## config.mk

```make
export PLATFORM = sky130hd
export DESIGN_NAME = mips_run_ctrl
export DESIGN_NICKNAME = d
export VERILOG_FILES = /design/src/rtl/mips_run_pkg.sv /design/src/rtl/mips_run_ctrl_rf_dump_seq.sv /design/src/rtl/mips_run_ctrl.sv
export SDC_FILE = /design/constraint.sdc
export NUM_CORES = 1
export LEC_CHECK = 0
export CAP_MARGIN = 20
export CELL_PAD_IN_SITES_DETAIL_PLACEMENT = 1
export CELL_PAD_IN_SITES_GLOBAL_PLACEMENT = 1
export CORE_MARGIN = 2
export CORE_UTILIZATION = 21
export DETAILED_ROUTE_END_ITERATION = 7
export PLACE_DENSITY = 0.91
export SYNTH_ARGS = -nofsm -noshare
export SYNTH_HDL_FRONTEND = slang
export SYNTH_SLANG_ARGS = --single-unit
```

## constraint.sdc

```tcl
create_clock -name clk -period 2.71 [get_ports clk]
set_input_delay 0.542 -clock clk [delete_from_list [all_inputs] [get_ports clk]]
set_output_delay 0.542 -clock clk [all_outputs]
set_load 0.05 [all_outputs]
```

## src/rtl/mips_run_pkg.sv

```systemverilog
// Shared definitions for the MIPS run controller.
//   run_state_e   : controller FSM states (also visible on the dbg_state port)
//   NUM_REGS      : register file entries scanned out after a run
//   RSTCPU_CYCLES : cycles the core is held in reset before it is released
package mips_run_pkg;

  typedef enum logic [2:0] {
    ST_IDLE   = 3'd0,
    ST_RSTCPU = 3'd1,
    ST_RUN    = 3'd2,
    ST_DUMP   = 3'd3,
    ST_DONE   = 3'd4
  } run_state_e;

  localparam int NUM_REGS      = 32;
  localparam int RSTCPU_CYCLES = 2;

endpackage

```

## src/rtl/mips_run_ctrl_rf_dump_seq.sv

```systemverilog
// Register dump sequencer: walks register indices 0..NUM_REGS-1 over a
// valid/ready port once it is kicked by go.
//   clk, reset  : clock and synchronous active-high reset
//   go          : one-cycle pulse, arms the dump starting at index 0
//   dump_ready  : consumer accepts the current beat
//   dump_valid  : beat on offer
//   dump_idx    : register index of the beat on offer
//   last        : the final beat is being accepted this cycle
//
// Handshake: a beat transfers on a rising edge where dump_valid & dump_ready
// are both high; while dump_valid is high and dump_ready is low, dump_idx
// (and therefore the data it addresses) holds steady.
module rf_dump_seq
  import mips_run_pkg::*;
(
  input  logic       clk,
  input  logic       reset,
  input  logic       go,
  input  logic       dump_ready,
  output logic       dump_valid,
  output logic [4:0] dump_idx,
  output logic       last
);

  logic       valid_q, valid_d;
  logic [4:0] idx_q, idx_d;
  logic       beat;

  always_comb begin
    valid_d = valid_q;
    idx_d   = idx_q;
    beat    = valid_q & dump_ready;
    last    = beat && (idx_q == 5'(NUM_REGS - 1));
    if (go) begin
      valid_d = 1'b1;
      idx_d   = 5'd0;
    end else if (beat) begin
      if (last) begin
        valid_d = 1'b0;
        idx_d   = 5'd0;
      end else begin
        idx_d = idx_q + 5'd1;
      end
    end
  end

  always_ff @(posedge clk) begin
    if (reset) begin
      valid_q <= 1'b0;
      idx_q   <= 5'd0;
    end else begin
      valid_q <= valid_d;
      idx_q   <= idx_d;
    end
  end

  assign dump_valid = valid_q;
  assign dump_idx   = idx_q;

endmodule

```

## src/rtl/mips_run_ctrl.sv

```systemverilog
// Run controller for the single-cycle MIPS core. Streams a program image
// into instruction memory, holds then releases the core, runs it until the
// PC hits halt_pc or cycle_limit instructions have executed, then freezes
// the core and scans the register file out on the dump port.
//   load_*      : program word stream (valid/ready), accepted in IDLE/DONE
//   start       : begin a run (level, sampled each cycle in IDLE/DONE)
//   halt_pc     : PC whose instruction ends the run without executing
//   cycle_limit : maximum instructions executed per run
//   im_*        : instruction memory write port
//   cpu_rst     : core reset hold; cpu_run: core clock enable
//   cpu_pc      : core PC; rf_raddr/rf_rdata: async RF debug read
//   dump_*      : register dump beats (valid/ready)
//   busy/done/timeout/cycles : run status
//   dbg_state   : current FSM state
//
// Handshake rule for both streams: a transfer happens on a rising edge where
// valid and ready are both high; an offered beat's payload is held while
// ready is low.
module mips_run_ctrl
  import mips_run_pkg::*;
#(
  parameter  int IM_DEPTH = 256,
  parameter  int CYC_W    = 16,
  localparam int IM_AW    = $clog2(IM_DEPTH)
) (
  input  logic             clk,
  input  logic             reset,
  input  logic             load_valid,
  input  logic [31:0]      load_data,
  output logic             load_ready,
  input  logic             start,
  input  logic [31:0]      halt_pc,
  input  logic [CYC_W-1:0] cycle_limit,
  output logic             im_we,
  output logic [IM_AW-1:0] im_waddr,
  output logic [31:0]      im_wdata,
  output logic             cpu_rst,
  output logic             cpu_run,
  input  logic [31:0]      cpu_pc,
  output logic [4:0]       rf_raddr,
  input  logic [31:0]      rf_rdata,
  output logic             dump_valid,
  output logic [4:0]       dump_idx,
  output logic [31:0]      dump_data,
  input  logic             dump_ready,
  output logic             busy,
  output logic             done,
  output logic             timeout,
  output logic [CYC_W-1:0] cycles,
  output logic [2:0]       dbg_state
);

  run_state_e       state_q, state_d;
  logic [IM_AW:0]   wptr_q, wptr_d;     // one extra bit so "full" is representable
  logic [CYC_W-1:0] cycles_q, cycles_d;
  logic             timeout_q, timeout_d;
  logic [1:0]       rst_cnt_q, rst_cnt_d;

  logic dump_go;
  logic dump_last;
  logic at_halt;
  logic at_limit;

  assign at_halt  = (cpu_pc == halt_pc);
  assign at_limit = (cycles_q == cycle_limit);

  always_comb begin
    state_d    = state_q;
    wptr_d     = wptr_q;
    cycles_d   = cycles_q;
    timeout_d  = timeout_q;
    rst_cnt_d  = rst_cnt_q;
    load_ready = 1'b0;
    im_we      = 1'b0;
    im_waddr   = wptr_q[IM_AW-1:0];
    im_wdata   = load_data;
    cpu_rst    = 1'b0;
    cpu_run    = 1'b0;
    dump_go    = 1'b0;

    case (state_q)
      ST_IDLE, ST_DONE: begin
        load_ready = (wptr_q != (IM_AW+1)'(IM_DEPTH));
        im_we      = load_valid & load_ready;
        // DONE keeps the core frozen so its registers stay inspectable until
        // the image is touched again.
        cpu_rst    = (state_q == ST_IDLE);
        if (im_we) begin
          wptr_d = wptr_q + 1'b1;
          if (state_q == ST_DONE) state_d = ST_IDLE;
        end
        // start takes priority over the DONE->IDLE move; a word offered in
        // the same cycle has already been written above.
        if (start) begin
          state_d   = ST_RSTCPU;
          cycles_d  = '0;
          timeout_d = 1'b0;
          rst_cnt_d = 2'd0;
        end
      end
      ST_RSTCPU: begin
        cpu_rst = 1'b1;
        if (rst_cnt_q == 2'(RSTCPU_CYCLES - 1)) state_d = ST_RUN;
        else rst_cnt_d = rst_cnt_q + 2'd1;
      end
      ST_RUN: begin
        // Gate the enable combinationally so the halt instruction never
        // gets a clock.
        cpu_run = !at_halt && !at_limit;
        if (cpu_run) begin
          cycles_d = cycles_q + CYC_W'(1);
        end else begin
          state_d   = ST_DUMP;
          dump_go   = 1'b1;
          timeout_d = at_limit && !at_halt;
        end
      end
      ST_DUMP: begin
        if (dump_last) begin
          state_d = ST_DONE;
          wptr_d  = '0;
        end
      end
      default: state_d = ST_IDLE;
    endcase
  end

  always_ff @(posedge clk) begin
    if (reset) begin
      state_q   <= ST_IDLE;
      wptr_q    <= '0;
      cycles_q  <= '0;
      timeout_q <= 1'b0;
      rst_cnt_q <= 2'd0;
    end else begin
      state_q   <= state_d;
      wptr_q    <= wptr_d;
      cycles_q  <= cycles_d;
      timeout_q <= timeout_d;
      rst_cnt_q <= rst_cnt_d;
    end
  end

  rf_dump_seq u_dump (
    .clk        (clk),
    .reset      (reset),
    .go         (dump_go),
    .dump_ready (dump_ready),
    .dump_valid (dump_valid),
    .dump_idx   (dump_idx),
    .last       (dump_last)
  );

  assign rf_raddr  = dump_idx;
  assign dump_data = rf_rdata;
  assign busy      = (state_q == ST_RSTCPU) || (state_q == ST_RUN) || (state_q == ST_DUMP);
  assign done      = (state_q == ST_DONE);
  assign timeout   = timeout_q;
  assign cycles    = cycles_q;
  assign dbg_state = state_q;

endmodule
```

==> results of run 1 <==
## cell type report
class	count	area, sq um
Fill cell	1624	9677
Multi-Input combinational cell	237	1649
Timing Repair Buffer	142	1463
Sequential cell	37	740.7
Tap cell	180	225.2
Clock buffer	5	125.1
Inverter	9	33.78
Clock inverter	3	21.27
## cell usage after synthesis (all sizes together) (2+ instances only)
library cell,number
a22oi,2
dfxtp,37
xor2,4
nand2,20
mux2i,3
nand2b,3
clkbuf,5
nor3,12
nor2,23
buf,82
nor3b,3
o31ai,8
xnor2,54
o21ai,6
and3,3
or3,4
and2,4
nor4,3
a21oi,24
nor4b,2
or4,10
or2,4
ha,6
inv,9
nand4,18
o211ai,2
nand3,9
## layer usage
metal	up-vias	track usage [%]
met2	98	22.56
met5	-	0
met1	1308	14.51
met3	10	3.506
li1	1324	-
met4	0	2.415
## per-stage QoR
stage / instances / hold WS (ps) / setup slack [ps] / setup TNS, ps / cell area [sq um]
detailed placement: 605 / 483.4 / -110.9 / -594.8 / 4004
floorplan: 370 / 454.4 / 26.50 / 0 / 2999
global route: 613 / 530.1 / -40.81 / -40.81 / 4258
finish: 613 / 494.2 / 118.9 / 0 / 4258
global placement: 605 / 464.8 / -136.1 / -152.4 / 4004
CTS: 613 / 498.9 / 1.656 / 0 / 4173
## report_power, final
group          internal, mW  switching [mW]
combinational         0.186           0.133
sequential            0.549         0.00946
clock                 0.343           0.255
total                  1.08           0.397
## critical path, delay by kind of cell
kind            cells  cell delay (ps)
compound gates      1              100
xor+xnor            1              130
buf+inv             3              680
simple gates        3              590
## repair_timing
action	4_1_cts	5_1_grt
endpoints found under the setup margin	1	2
endpoints found under the hold margin	0	0
resized for setup	4	25
pin swaps	3	21
## kinds of logic (layout without fill, tap and decap cells)
kind of cell / count (synthesis) / after routing
adder cells (fa/ha/maj): 6 / 6
XOR/XNOR: 58 / 58
AND/OR/NAND/NOR: 121 / 121
AO/OA/AOI/OAI: 49 / 49
multiplexers: 3 / 3
flip-flops: 37 / 37
buffers and inverters: 96 / 159
## final timing paths
kind / start / to / slack, ps / depth (start not counted)
max reg2reg: u_dump.dump_idx[0] / wptr_q[6] / 260 / 9
max: cpu_pc[5] / cpu_run / 120 / 8
min reg2reg: rst_cnt_q[1] / rst_cnt_q[1] / 490 / 2
min: rst_cnt_q[1] / rst_cnt_q[1] / 490 / 2
## sequential cells by signal (all words and copies together), names as in the netlist
register	cells
wptr_q	9
dbg_state	3
timeout	1
u_dump.dump_idx	5
rst_cnt_q	2
u_dump.dump_valid	1
cycles	16
==> impl_metrics.env, run 1 <==
export IMPL_p_total_mw=1.475
export IMPL_drc_errors=0
export IMPL_drive_gt1_share_pct=8.314
export IMPL_finalSetupViolCount=0
export IMPL_netlist_instances=370
export IMPL_die_area_sq_um=15250
export IMPL_first_pass_iters=4
export IMPL_finalMaxSlewViolations=0
export IMPL_area_delta_synth_final_pct=41.97
export IMPL_max_cap_violations=0
export IMPL_cp_arrival_ps=2050
export IMPL_route_met2_wl_um=4775
export IMPL_ys_top_cells_by_area="dfxtp_1 25%, buf_4 20%, xnor2_1 16%"
export IMPL_synthArstFlopShare_pct=0
export IMPL_place_gp_congestion=0.8236
export IMPL_wl_met1_um=3918
export IMPL_dr_first_iter_drc_count=101
export IMPL_top_layer_used="met4"
export IMPL_clk_path_buf_depth=2
export IMPL_h_tree_depth=2
export IMPL_status="complete, no violations"
export IMPL_postRouteAntennaNets=0
export IMPL_tightest_slew_ps=557.9
export IMPL_worst_clock_skew_ps=6.868
export IMPL_p_leak_nw=1.609
export IMPL_synth_xor_area_share_pct=16.94
export IMPL_dr_wl_met3_um=631
export IMPL_viasPerCell=4.470
export IMPL_rows=43
export IMPL_utilization_pct=30.56
export IMPL_syn_area_sq_um=2999
export IMPL_die_w_um=123.5
export IMPL_mostFrequentLayoutCell="clkdlybuf4s50_1"
export IMPL_synth_edf_count=0
export IMPL_crit_required_ps=2170
export IMPL_vias=2740
export IMPL_synth_nets=525
export IMPL_initial_utilization_pct=21.52
export IMPL_root_buffer="clkbuf_16"
export IMPL_worstSetupStartpointType="input pin"
export IMPL_slowest_stage="clkdlybuf4s50_1"
export IMPL_report_final_hold_viol_count=0
export IMPL_yosysTopAreaCell="dfxtp_1"
export IMPL_ys_ff_latch=37
export IMPL_max_freq_ghz=0.3859
export IMPL_power_density_nw_per_um2=346.3
export IMPL_cts_hold_repair_buffers=0
export IMPL_hpwl_um=7685
export IMPL_max_vdd_ir_drop_uv=185.8
export IMPL_synth_compound_area_share_pct=10.47
export IMPL_ys_seq_area_share_pct=24.70
export IMPL_cts_tree="built"
export IMPL_synth_simple_area_share_pct=22.36
export IMPL_yosysWarningCount=0
export IMPL_avgSynthCellArea_sq_um=8.106
export IMPL_synth_top_area_share_pct=24.70
export IMPL_synth_area_mux_share_pct=1.001
export IMPL_path_clk_slew_ps=60
export IMPL_cp_end_kind="output port"
export IMPL_synth_ff_type="dfxtp_1"
export IMPL_grtUsageTotal_pct=12.42
export IMPL_cts_sinks=37
export IMPL_critPathMaxStageDelay_ps=490
export IMPL_synth_top_family_by_area="simple AND/OR/NAND/NOR gates"
export IMPL_criticalPathCategory="in -> out"
export IMPL_path_cells="clkdlybuf4s50_1 -> xnor2_1 -> nand4_1 -> nor4_4 -> a21oi_1 -> nand2_1 -> inv_1 -> buf_6"
export IMPL_mostFrequentLayoutCells="105 x clkdlybuf4s50_1, 52 x xnor2_1, 37 x dfxtp_1"
export IMPL_postCtsSetupBuffers=0
export IMPL_die_h_um=123.5
export IMPL_clock_latency_ps=290
export IMPL_grt_max_degree=28
export IMPL_grt_pass1_vias=2989
export IMPL_synthAdderAreaFrac_pct=2.503
export IMPL_grt_setup_unrepaired="yes"
export IMPL_wl_per_cell_um=15.30
export IMPL_synth_cell_types=42
export IMPL_io_pins=258
export IMPL_io_buffers=129
export IMPL_antenna_cells=0
export IMPL_cp_max_fo=2
export IMPL_grt_first_pass_wirelength_um=14810
export IMPL_nets=587
export IMPL_cts_buffers_inserted=5
export IMPL_antenna_found_initial=0
export IMPL_hold_path_class="reg -> reg"
export IMPL_relSlewSlack_pct=62.69
export IMPL_fin_crit_sh_pct=95.61
export IMPL_core_sq_um=13930
export IMPL_fin_crit_ps=2591
export IMPL_overflow=0
export IMPL_drt_wl_total_um=9381
(Power assumes the default switching activity.)
==> run 2: changes to the inputs <==
--- a/config.mk
+++ b/config.mk
@@ -8,8 +8,8 @@
 export CAP_MARGIN = 20
 export CELL_PAD_IN_SITES_DETAIL_PLACEMENT = 1
 export CELL_PAD_IN_SITES_GLOBAL_PLACEMENT = 1
-export CORE_MARGIN = 2
 export CORE_UTILIZATION = 21
+export CTS_CLUSTER_DIAMETER = 30
 export DETAILED_ROUTE_END_ITERATION = 7
 export PLACE_DENSITY = 0.91
 export SYNTH_ARGS = -nofsm -noshare
==> constraint.sdc (replaced) <==
create_clock -name clk -period 2.71 [get_ports clk]
set_input_delay 0.542 -clock clk [delete_from_list [all_inputs] [get_ports clk]]
set_output_delay 0.542 -clock clk [all_outputs]
set_load 0.01 [all_outputs]
==> run 2 against run 1 <==
  * Sequential share of layout area decreased by 0.076 points
  * Global-route usage increased by 0.75 points
  * Clock skew increased by 0.57 ps
  * Register-to-register slack about the same
  * Non-clock buffer count increased by 10
  * Power decreased by 4.4%
  * Clock-buffer cell count increased by 1
  * Flip-flop and latch count unchanged
  * Clock power decreased by 6.9%
  * First-iteration DRC count increased by 13%
  * Largest cell class unchanged
==> impl_metrics.env, run 2 (synthesized netlist as in run 1, its figures left out) <==
export IMPL_grt_pass1_vias=3099
export IMPL_report_final_hold_viol_count=0
export IMPL_tns_ps=0
export IMPL_overflow=0
export IMPL_fin_area_sq_um=4277
export IMPL_fin_cells=623
export IMPL_path_clk_slew_ps=60
export IMPL_dr_first_iter_drc_count=114
export IMPL_cp_max_fo=2
export IMPL_max_freq_ghz=0.3804
export IMPL_finalSetupViolCount=0
export IMPL_area_delta_synth_final_pct=42.59
export IMPL_first_pass_iters=4
export IMPL_finalMaxSlewViolations=0
export IMPL_viasPerCell=4.525
export IMPL_pre_cts_ws_ps=-522.6
export IMPL_seqPwrFrac_pct=39.6
export IMPL_drt_wl_total_um=9578
export IMPL_drc_errors=0
export IMPL_place_gp_congestion=0.9152
export IMPL_antenna_found_initial=0
export IMPL_relSlewSlack_pct=62.24
export IMPL_antenna_cells=0
export IMPL_initial_utilization_pct=21.61
export IMPL_fin_crit_sh_pct=97.00
export IMPL_io_buffers=129
export IMPL_root_buffer="clkbuf_16"
export IMPL_grt_max_degree=28
export IMPL_p_int_mw=1.073
export IMPL_worst_clock_skew_ps=7.437
export IMPL_die_area_sq_um=14760
export IMPL_die_h_um=121.5
export IMPL_max_vdd_ir_drop_uv=181.5
export IMPL_switching_power_mw=0.3366
export IMPL_cp_end_kind="output port"
export IMPL_rows=43
export IMPL_vias=2819
export IMPL_grt_first_pass_wirelength_um=15240
export IMPL_fin_ws_ps=81.32
export IMPL_dpl_cell_area_sq_um=4051
export IMPL_drive_gt1_share_pct=10.16
export IMPL_crit_required_ps=2170
export IMPL_power_density_nw_per_um2=329.7
export IMPL_grtUsageTotal_pct=13.17
export IMPL_die_w_um=121.5
export IMPL_max_cap_violations=0
export IMPL_cts_tree="built"
export IMPL_core_sq_um=13880
export IMPL_hpwl_um=7942
export IMPL_h_tree_depth=2
export IMPL_fin_crit_ps=2629
export IMPL_clock_latency_ps=280
export IMPL_mostFrequentLayoutCells="117 x clkdlybuf4s50_1, 51 x xnor2_1, 37 x dfxtp_1"
export IMPL_mostFrequentLayoutCell="clkdlybuf4s50_1"
export IMPL_placedCellCount=612
export IMPL_criticalPathCategory="in -> out"
export IMPL_power_frac_comb_pct=21.0
export IMPL_status="complete, no violations"
export IMPL_io_pins=258
export IMPL_largest_reg_flops=16
export IMPL_postRouteAntennaNets=0
export IMPL_worstSetupStartpointType="input pin"
export IMPL_clkPwrFrac_pct=39.4
export IMPL_wl_per_cell_um=15.37
export IMPL_grt_setup_unrepaired="yes"
export IMPL_tightest_slew_ps=565.0
export IMPL_clk_path_buf_depth=2
export IMPL_cts_hold_repair_buffers=0
export IMPL_p_leak_nw=1.524
export IMPL_hold_ws_ps=502.0
export IMPL_p_sw_share_pct=23.88
export IMPL_hold_path_class="reg -> reg"
export IMPL_cts_sinks=37
export IMPL_cts_buffers_inserted=5
export IMPL_nets=597
export IMPL_cp_arrival_ps=2090
-- run 2: changes by cell type in the layout (fill, tap and decap cells not counted), sizes merged, moves of 4 or more --
cell,before,now
clkdlybuf4s50,105,117
dlymetal6s2s,21,7
dlygate4sd2,0,4
buf,16,24
-- run 2: layout make-up --
cell class | instances | area, sq um
inverter | 9 | 33.78
clock inverter | 2 | 10.01
multi-input combinational | 237 | 1654
timing repair buffer | 152 | 1484
clock buffer | 6 | 128.9
fill | 1665 | 9604
tap | 180 | 225.2
sequential | 37 | 740.7
-- run 2: timing repair --
| action | 4_1_cts | 5_1_grt |
|---|---|---|
| gates cloned | 0 | 0 |
| setup endpoints to repair | 2 | 2 |
| endpoints found under the hold margin | 0 | 0 |
| buffers inserted | 2 | 1 |
| gates resized for setup | 14 | 9 |
| pin swaps | 6 | 5 |
-- run 2: power groups by stage --
stage / clock network (mW) / logic [mW] / registers (mW)
final: 0.556 / 0.296 / 0.558
after global routing: 0.607 / 0.320 / 0.558
after detailed placement: 0 / 0.295 / 0.570
after global placement: 0 / 0.284 / 0.569
after CTS: 0.574 / 0.300 / 0.558
after floorplan: 0 / 0.210 / 0.566
-- run 2: stage by stage --
stage	power, mW	utilization, %
floorplan	0.7763	-
global placement	0.8529	29.19
detailed placement	0.8649	29.19
CTS	1.432	30.53
global route	1.486	30.81
finish	1.410	30.81
-- run 2: worst max-delay path: stages --
cell             delay [ps]
clkdlybuf4s50_1         510
xnor2_2                 130
nand4_1                 160
nor4_4                  350
a21oi_1                 100
nand2_1                 100
inv_1                    60
buf_2                   140
-- run 2: per-layer routing --
metal	wire length, um	part of all wire, %	global-route usage, %	up-vias
li1	-	-	-	1346
met1	3913	41	14.97	1342
met2	4891	51	23.93	120
met3	668	7.0	3.806	11
met4	104	1.1	3.241	0
met5	0	0	0	-
-- run 2: worst paths after layout --
| kind | from | end | slack [ps] | cells past startpoint |
|---|---|---|---|---|
| min reg2reg | rst_cnt_q[1] | rst_cnt_q[1] | 500 | 2 |
| min | rst_cnt_q[1] | rst_cnt_q[1] | 500 | 2 |
| max reg2reg | wptr_q[0] | wptr_q[6] | 250 | 10 |
| max | cpu_pc[15] | cpu_run | 80 | 8 |
==> run 3: changes to the inputs <==
--- a/config.mk
+++ b/config.mk
@@ -8,6 +8,7 @@
 export CAP_MARGIN = 20
 export CELL_PAD_IN_SITES_DETAIL_PLACEMENT = 1
 export CELL_PAD_IN_SITES_GLOBAL_PLACEMENT = 1
+export CORE_MARGIN = 4
 export CORE_UTILIZATION = 21
 export CTS_CLUSTER_DIAMETER = 30
 export DETAILED_ROUTE_END_ITERATION = 7
==> run 3 against run 2 <==
  * Global-route usage is 1.2 points lower
  * First-iteration DRC count shrank 44%
  * Clock skew shrank 2.0 ps
  * Utilization is 0.11 points higher
  * Design area up 0.76%
  * Die area grew 10%
  * Clock power is 37% higher
  * Flip-flop and latch count stayed put
  * Sequential share of layout area is 0.13 points lower
  * Worst hold slack gained 14 ps
  * Largest power group is now clock
  * Highest routed layer unchanged
==> impl_metrics.env, run 3 (synthesized netlist as in run 1, its figures left out) <==
export IMPL_fin_crit_ps=2604
export IMPL_io_pins=258
export IMPL_first_pass_iters=4
export IMPL_overflow=0
export IMPL_path_cells="inv_1 -> ha_1 -> nor4b_2 -> buf_4 -> nand2_1 -> and2_1 -> clkdlybuf4s50_1"
export IMPL_core_sq_um=13930
export IMPL_rows=43
export IMPL_cts_buffers_inserted=5
export IMPL_max_cap_violations=0
export IMPL_tightest_slew_ps=475.5
export IMPL_max_freq_ghz=0.3841
export IMPL_rrSetupSlack_ps=200
export IMPL_cp_max_fo=5
export IMPL_largest_reg_flops=16
export IMPL_power_density_nw_per_um2=374.3
export IMPL_mostFrequentLayoutCell="clkdlybuf4s50_1"
export IMPL_drive_gt1_share_pct=10.16
export IMPL_postRouteAntennaNets=0
export IMPL_hold_ws_ps=516.4
export IMPL_grt_max_degree=17
export IMPL_finalMaxSlewViolations=0
export IMPL_p_total_mw=1.613
export IMPL_root_buffer="clkbuf_16"
export IMPL_antenna_cells=0
export IMPL_antenna_found_initial=0
export IMPL_cts_hold_repair_buffers=0
export IMPL_r2r_cells=10
export IMPL_io_buffers=129
export IMPL_area_delta_synth_final_pct=43.68
export IMPL_nets=597
export IMPL_path_clk_slew_ps=60
export IMPL_vias=2831
export IMPL_grt_pass1_vias=3092
export IMPL_drt_wl_total_um=9876
export IMPL_hpwl_um=8236
export IMPL_drc_errors=0
export IMPL_h_tree_depth=2
export IMPL_report_final_hold_viol_count=0
export IMPL_wl_per_cell_um=15.85
export IMPL_die_h_um=127.5
export IMPL_cp_end_kind="output port"
export IMPL_critPathMaxStageDelay_ps=540
export IMPL_die_w_um=127.5
export IMPL_die_area_sq_um=16260
export IMPL_clock_latency_ps=280
export IMPL_worst_clock_skew_ps=5.439
export IMPL_hold_path_class="reg -> reg"
export IMPL_tns_ps=0
export IMPL_cp_arrival_ps=2060
export IMPL_slowest_stage="clkdlybuf4s50_1"
export IMPL_dr_first_iter_drc_count=64
export IMPL_fin_crit_sh_pct=96.08
export IMPL_viasPerCell=4.544
export IMPL_max_vdd_ir_drop_uv=227.5
export IMPL_worstSetupStartpointType="register"
export IMPL_grt_setup_unrepaired="yes"
export IMPL_place_gp_congestion=0.8699
export IMPL_mostFrequentLayoutCells="122 x clkdlybuf4s50_1, 52 x xnor2_1, 37 x dfxtp_1"
export IMPL_grt_first_pass_wirelength_um=15670
export IMPL_criticalPathCategory="reg -> out"
export IMPL_crit_required_ps=2170
export IMPL_finalSetupViolCount=0
export IMPL_relSlewSlack_pct=68.22
export IMPL_hold_depth=2
export IMPL_grtUsageTotal_pct=11.97
export IMPL_status="complete, no violations"
export IMPL_clk_path_buf_depth=2
export IMPL_postCtsSetupBuffers=0
export IMPL_cts_tree="built"
export IMPL_p_leak_nw=1.517
export IMPL_cts_sinks=37
export IMPL_initial_utilization_pct=21.52
## run 3: cell count changes in the layout (fill, tap and decap cells not counted), sizes merged
cell           previous run  this run
clkinv                    2         1
clkbuf                    6         5
clkdlybuf4s50           117       122
dlymetal6s2s              7         5
dlygate4sd2               4         1
bufinv                    0         2
## run 3: power by group
group          switching (mW)  internal, mW  leakage, nW
Combinational           0.106         0.187         1.12
Sequential            0.00877         0.549        0.299
Clock                   0.237         0.526       0.0938
## run 3: final timing paths
check	to	from
min reg2reg	rst_cnt_q[1]	rst_cnt_q[1]
min	rst_cnt_q[1]	rst_cnt_q[1]
max reg2reg	wptr_q[6]	wptr_q[0]
max	load_ready	wptr_q[0]
## run 3: stage by stage
stage,util (%),instance area [sq um],setup WS (ps),std cells
after floorplan,-,2999,432.0,370
after global placement,29.15,4061,-474.1,615
after detailed placement,29.15,4061,-410.8,615
after CTS,30.65,4272,43.58,623
after global routing,30.92,4309,-0.5453,623
final,30.92,4309,106.2,623
## run 3: layer usage
layer / share of wire [%] / track usage (%) / vias to the layer above / routed length (um)
li1: - / - / 1354 / -
met5: 0 / 0 / - / 0
met3: 6.6 / 3.135 / 13 / 654
met4: 0.94 / 2.461 / 0 / 93
met2: 51 / 21.43 / 107 / 5019
met1: 42 / 14.38 / 1357 / 4109
## run 3: cell type report
cell class	instances	area, sq um
Fill cell	1630	9625
Timing Repair Buffer	152	1473
Clock inverter	3	65.06
Tap cell	180	225.2
Multi-Input combinational cell	237	1647
Sequential cell	37	740.7
Inverter	9	33.78
Clock buffer	5	125.1
## run 3: timing repair
action                     in CTS  in global routing
resized for setup               9                  9
pin swaps                       3                  3
setup endpoints to repair       2                  2
## run 3: worst max-delay path, delay by kind of cell (launching register included)
family | cells | cell delay [ps]
and+or+nand+nor | 3 | 370
adders and majority gates | 1 | 210
buffers and inverters | 3 | 790
DFF | 1 | 410
